===== src/rtl/wb_regfile.sv =====
// Writeback-stage architectural state: 32-entry GPR file with r0 tied to zero, plus HI/LO.
// Optional feature macro WB_RETIRE_CNT_EN enables a saturating writeback (retire) counter.
module wb_regfile #(
   parameter int DATA_W = 32,
   parameter int ADDR_W = 5,
   parameter int CNT_W  = 32
) (
   input  logic              clk_i,
   input  logic              rst_ni,
   input  logic              we_i,
   input  logic [ADDR_W-1:0] waddr_i,
   input  logic [DATA_W-1:0] wdata_i,
   input  logic              re1_i,
   input  logic [ADDR_W-1:0] raddr1_i,
   output logic [DATA_W-1:0] rdata1_o,
   input  logic              re2_i,
   input  logic [ADDR_W-1:0] raddr2_i,
   output logic [DATA_W-1:0] rdata2_o,
   input  logic              whilo_i,
   input  logic [DATA_W-1:0] hi_i,
   input  logic [DATA_W-1:0] lo_i,
   output logic [DATA_W-1:0] hi_o,
   output logic [DATA_W-1:0] lo_o,
   output logic [CNT_W-1:0]  retire_cnt_o
);

   localparam int NREG = 2 ** ADDR_W;

   logic [DATA_W-1:0] gpr_q [NREG];
   logic [DATA_W-1:0] hi_q, hi_d;
   logic [DATA_W-1:0] lo_q, lo_d;
   logic              gprWr;

   assign gprWr = we_i && (waddr_i != '0);

   always_ff @(posedge clk_i or negedge rst_ni) begin
      if (!rst_ni) begin
         for (int i = 0; i < NREG; i++) begin
            gpr_q[i] <= '0;
         end
      end else if (gprWr) begin
         gpr_q[waddr_i] <= wdata_i;
      end
   end

   always_comb begin
      hi_d = hi_q;
      lo_d = lo_q;
      if (whilo_i) begin
         hi_d = hi_i;
         lo_d = lo_i;
      end
   end

   always_ff @(posedge clk_i or negedge rst_ni) begin
      if (!rst_ni) begin
         hi_q <= '0;
         lo_q <= '0;
      end else begin
         hi_q <= hi_d;
         lo_q <= lo_d;
      end
   end

   // Forward the in-flight write so ID never reads a stale operand.
   always_comb begin
      rdata1_o = '0;
      if (rst_ni && re1_i && (raddr1_i != '0)) begin
         if (we_i && (waddr_i == raddr1_i)) begin
            rdata1_o = wdata_i;
         end else begin
            rdata1_o = gpr_q[raddr1_i];
         end
      end
   end

   always_comb begin
      rdata2_o = '0;
      if (rst_ni && re2_i && (raddr2_i != '0)) begin
         if (we_i && (waddr_i == raddr2_i)) begin
            rdata2_o = wdata_i;
         end else begin
            rdata2_o = gpr_q[raddr2_i];
         end
      end
   end

   // HI/LO are not bypassed here; EX forwards from MEM/WB itself.
   assign hi_o = rst_ni ? hi_q : '0;
   assign lo_o = rst_ni ? lo_q : '0;

`ifdef WB_RETIRE_CNT_EN
   logic [CNT_W-1:0] cnt_q, cnt_d;

   always_comb begin
      cnt_d = cnt_q;
      if ((gprWr || whilo_i) && (cnt_q != '1)) begin
         cnt_d = cnt_q + CNT_W'(1);
      end
   end

   always_ff @(posedge clk_i or negedge rst_ni) begin
      if (!rst_ni) begin
         cnt_q <= '0;
      end else begin
         cnt_q <= cnt_d;
      end
   end

   assign retire_cnt_o = cnt_q;
`else
   assign retire_cnt_o = '0;
`endif

endmodule


===== config.mk =====
export PLATFORM = sky130hd
export DESIGN_NAME = wb_regfile
export DESIGN_NICKNAME = d
export VERILOG_FILES = /design/src/rtl/wb_regfile.sv
export SDC_FILE = /design/constraint.sdc
export NUM_CORES = 2
export LEC_CHECK = 0
export ABC_CLOCK_PERIOD_IN_PS = 3560
export CAP_MARGIN = 10
export CORE_UTILIZATION = 45
export CTS_CLUSTER_SIZE = 12
export DETAILED_ROUTE_END_ITERATION = 10
export PLACE_DENSITY = 0.58
export RECOVER_POWER = 100
export SLEW_MARGIN = 20
export SYNTH_ARGS = -nofsm -noshare
export SYNTH_HDL_FRONTEND = slang
export SYNTH_SLANG_ARGS = --single-unit
export TNS_END_PERCENT = 30

===== constraint.sdc =====
create_clock -name clk_i -period 3.56 [get_ports clk_i]
set_input_delay 0.712 -clock clk_i [delete_from_list [all_inputs] [get_ports clk_i]]
set_output_delay 0.712 -clock clk_i [all_outputs]
set_load 0.02 [all_outputs]

## Word level (Yosys, flattened, before mapping)

Index checks and enable logic that the tools add are counted.

| cells by class | value |
|---|---|
| muxes and demuxes | 15 |
| bitwise gates (word level) | 3 |
| equality and inequality tests | 2 |
| order comparisons | 4 |
| reduce and logical (&&, ||, !) cells | 11 |

Operators with widths:

| operator | count |
|---|---|
| $bwmux 1024 | 1 |
| $mux 32 | 11 |
| $bmux 32 s5 | 2 |
| $demux 32 s5 | 1 |
| $ge 6x6->1 const B | 3 |
| $not 5->6 | 3 |
| $reduce_bool 5->1 | 3 |
| $eq 5x5->1 | 2 |
| $logic_and 1x1->1 | 8 |
| $lt 6x1->1 const B | 1 |

| word-level totals | value |
|---|---|
| bits of input ports | 117 |
| register bits after elaboration | 1,088 |
| output and inout port bits | 160 |
| logic and storage cells | 69 |

## Longest topological paths before layout

| depth | value |
|---|---|
| word-level depth | 6 |
| depth in mapped cells | 9 |
| mapped depth without buffers | 5 |

## Worst setup path before layout

No wires, ideal clock.

| path | value |
|---|---|
| path kind | input -> output |
| start | input port raddr1_i[1] |
| end | output port rdata1_o[18] |
| arrival | 2.383 ns |
| path buffers | 3 |
| path slack | 0.465 ns |
| required time | 2.848 ns |
| stages on the path | 7 |
| cells stage by stage | buf_2 > buf_2 > buf_2 > mux4_2 > mux2i_1 > a211oi_1 > a211o_1 |

| between the ends | value |
|---|---|
| longest elaborated chain between the ends | 6 |
| elaborated cells on any way between the ends | 10 |
| classes of those cells | eq/ne: 1; mux: 5; bitwise: 1; reduce/logical: 3 |

RTL lines:

| item | RTL line | RTL |
|---|---|---|
| start, declared | 14 | `input logic [ADDR_W-1:0] raddr1_i,` |
| $not 5->6 (not written as such) | 72 | `rdata1_o = gpr_q[raddr1_i];` |
| $bmux 32 s5 | 72 |  |
| $mux 32 (not written as such) (2 in a row) | 72 |  |
| $mux 32 | 69 | `if (we_i && (waddr_i == raddr1_i)) begin` |
| $mux 32 * | 68 | `if (rst_ni && re1_i && (raddr1_i != '0)) begin` |
| end, declared | 15 | `output logic [DATA_W-1:0] rdata1_o,` |

Every way passes the cells marked *; elsewhere a longest branch is shown, timed or not. The select of a mux whose other input is x is not followed.

## Worst setup path after layout

| path | value |
|---|---|
| start | input port raddr1_i[1] |
| end | output port rdata1_o[7] |

Same word-level chain as after synthesis.

==> results.rst <==
.. list-table::
   :header-rows: 1

   * - Metric
     - Value
   * - Result of the run
     - finished, violations left
   * - Failing checks
     - capacitance limit, slew limit, setup timing
   * - CTS tree
     - done
   * - Cell Pwr Density
     - approximately 530 nW/um^2
   * - Total global routing track utilization
     - between 20% and 30%
   * - Total core area
     - approximately 130000 um^2
   * - Growth of design area from synthesis to finish
     - 21.0%
   * - Initial DRC Count
     - 3511
   * - Setup repair after global routing missed its margin
     - true
   * - Peak supply drop
     - 0.000402 V
   * - Biggest cell delay along the critical path
     - around 520 ps
   * - Flops & latches, synth
     - ~1100
   * - Slowest stage cell, crit path
     - mux4_2
   * - Setup skew after layout
     - 0 ps
   * - Average vias per placed instance
     - around 6.2
   * - Die extent in y
     - roughly 360 um
   * - Vias post-DR
     - 39556
   * - Dominant delay contributor by cell family on the critical path
     - buffers and inverters
   * - Final global-route overflow total
     - 0
   * - Number of instances in the synthesized netlist
     - ~4100
   * - Number of antenna violations at the first check in global routing
     - 10
   * - Total number of nets in the final design
     - between 4000 and 5000
   * - Insertion delay to the later sink of the worst-skew pair
     - about 730 ps
   * - Post-detailed-routing wire length
     - 196 mm
   * - Setup TNS
     - -71.9 ps
   * - Share of post-route cells with drive strength above 1
     - around half
   * - Longest Clk Path Bufs
     - 3
   * - Average wire per standard cell
     - slightly above 30 um
   * - Setup violation total in the final timing report
     - 5
   * - Crit path buf inv count
     - 5
   * - Die boundary width
     - ~360 um
   * - Top achievable clock speed
     - 0.277 GHz
   * - Total Power Consumption
     - 37.3 mW
   * - Starting utilization of the core area
     - between 40% and 50%
   * - Leakage Power
     - between 30 and 40 nW
   * - Length in cells of the worst reg-to-reg path
     - 1
   * - Clock period minus final worst setup slack
     - between 3000 and 4000 ps
   * - Critical path, cell by cell
     - buf_16 > buf_16 > buf_8 > buf_8 > mux4_2 > mux2i_2 > a211oi_2 > a211o_1 > buf_6
   * - Highest net fanout along the worst path
     - 18
   * - First-pass iteration count of the detailed router
     - 5
   * - Root buffer cell
     - clkbuf_16
   * - Area of all sequential standard cells
     - between 20000 and 30000 um^2
   * - Category of the critical setup timing path
     - in2out
   * - Distinct cells, synth
     - 43
   * - Die area
     - 131000 um^2
   * - Number of warnings reported in the yosys synthesis log
     - 0
   * - Crit path depth
     - 9
   * - Sort of element at the end of the critical path
     - output port
   * - Data required, critical path
     - roughly 2900 ps
   * - Count of nets left with antenna violations after detail routing
     - 0
   * - Area of the multi-input gates
     - between 20000 and 30000 um^2
   * - Filler Cells Inserted
     - 10650
   * - Max_cap viols
     - 16
   * - Max transition margin
     - -39.5%
   * - Worst setup slack after layout
     - -50.0 ps
   * - Worst slew pin tran
     - about 2100 ps
   * - Synth Cell Area
     - roughly 58000 um^2
   * - Row Count
     - between 100 and 150
   * - Most frequent cells in the layout
     - dfrtp_1, mux2_2, mux4_2
   * - Port bufs
     - approximately 240
   * - Most frequent standard cell in the layout excluding fill and tap cells
     - dfrtp_1
   * - Final-report hold violation count
     - 0
   * - Top Ports
     - about 280
   * - Post-synthesis sequential area ratio
     - 46.6%
   * - Max-slew violation count
     - roughly 630
   * - Routability congestion estimate
     - about 0.86
   * - Worst Setup Start Kind
     - primary input
   * - CTS buffer count
     - 120
   * - HPWL after DPL
     - ~120 mm
   * - Wire length of the first global-routing pass
     - around 290 mm
   * - Hold crit path type
     - in2async
   * - Hold_buf cts
     - 0
   * - Mean instance size in the synthesized netlist
     - about 14 um^2
   * - CTS HTree Levels
     - 3
   * - Via count of the first global-routing pass
     - between 40000 and 50000
   * - Number of DRC violations after detailed routing
     - 0
   * - Sink count of the clock tree
     - approximately 1100
   * - Arrival time at the worst endpoint
     - approximately 2900 ps
   * - Part of the cycle the worst path needs
     - 101%
   * - Clock slew at reported path FFs
     - 60 ps
   * - Pin count of the biggest net entering global routing
     - approximately 180
## layer usage
metal / GRT usage [%] / vias up / wire [um]
met5: 0 / - / 73
met4: 9.32 / 10 / 6370
met3: 7.11 / 333 / 15900
met2: 45.4 / 1499 / 88000
met1: 42.4 / 21195 / 85300
li1: - / 16519 / -
## area by class of cell
class,instances,area share (%)
tap,1729,3.06
sequential,1088,38.5
clock inverter,45,0.747
timing repair buffer,807,11.0
inverter,1,0.00531
multi-input combinational,2543,41.6
clock buffer,180,5.12
antenna,3,0.0106
## where the power goes
group | leakage (nW) | switching [mW] | total, mW | internal (mW)
combinational | 15.6 | 3.18 | 7.92 | 4.75
clock | 2.06 | 5.37 | 13.1 | 7.72
sequential | 13.9 | 1.67 | 16.3 | 14.7
total | 31.5 | 10.2 | 37.3 | 27.1
## cell families after synthesis
group	Yosys count	synth area share, %
multiplexers	1819	41.7
flip-flops	1088	46.6
buffers and inverters	488	3.94
AO/OA/AOI/OAI	386	4.93
AND/OR/NAND/NOR	296	2.68
XOR/XNOR	10	0.150
other	1	0.00642
## state kept, by name (all words and copies together), names as in the netlist
name and cells:
gpr_q 1024, hi_q 32, lo_q 32
## Yosys cell counts, drive strengths merged
cell    number  area, um^2
dfrtp     1088       27200
mux2      1056       11900
mux4       387        8720
mux2i      376        3760
buf        268        1470
clkbuf     219         822
a211oi     124         931
o22ai       93         582
and2        64         400
nor2b       63         394
nand2       55         206
nor2        52         195
a21oi       33         165
nor3        33         165
a32o        32         320
o221ai      32         280
a211o       31         272
o21bai      31         233
nand3b       8        60.1
nand3        7        35.0
xnor2        6        52.6
nor3b        5        42.5
xor2         4        35.0
a31oi        3        18.8
or3b         3        26.3
o211ai       2        15.0
o21ai        2        10.0
a22oi        1        7.51
a31o         1        17.5
and3         1        6.26
and3b        1        8.76
conb         1        3.75
inv          1        3.75
nand4        1        6.26
nor4         1        6.26
o311ai       1        26.3
or2          1        6.26
or3          1        6.26
## metrics by stage
step           setup WS (ps)  instances  hold WS (ps)  cell area (um^2)  utilization (%)
4_1_cts                -71.8       6380           110             71200             55.6
3_3_place_gp            -563       6125           381             66300             51.8
3_5_place_dp            -544       6125           386             66300             51.8
6_report               -50.0       6396          68.6             70700             55.2
2_1_floorplan            465       4119           416             58500                -
5_1_grt                -75.9       6393           132             70700             55.2
## final timing paths
kind,from,slack (ps),to
hold reg to reg,gpr_q[1009],390,gpr_q[1009]
hold / removal,rst_ni,70,gpr_q[244]
min in group clk_i,gpr_q[1009],390,gpr_q[1009]
max in group asynchronous,rst_ni,530,gpr_q[103]
setup / recovery,raddr1_i[1],-50,rdata1_o[7]
setup reg to reg,gpr_q[337],2730,gpr_q[337]
## timing repair
| action | in CTS | in global routing |
|---|---|---|
| resized for setup | 202 | 79 |
| setup endpoints to repair | 64 | 61 |
| setup buffers | 24 | 13 |
| pin swaps | 12 | 23 |
| gates cloned | 7 | 2 |
(Power assumes the default switching activity.)
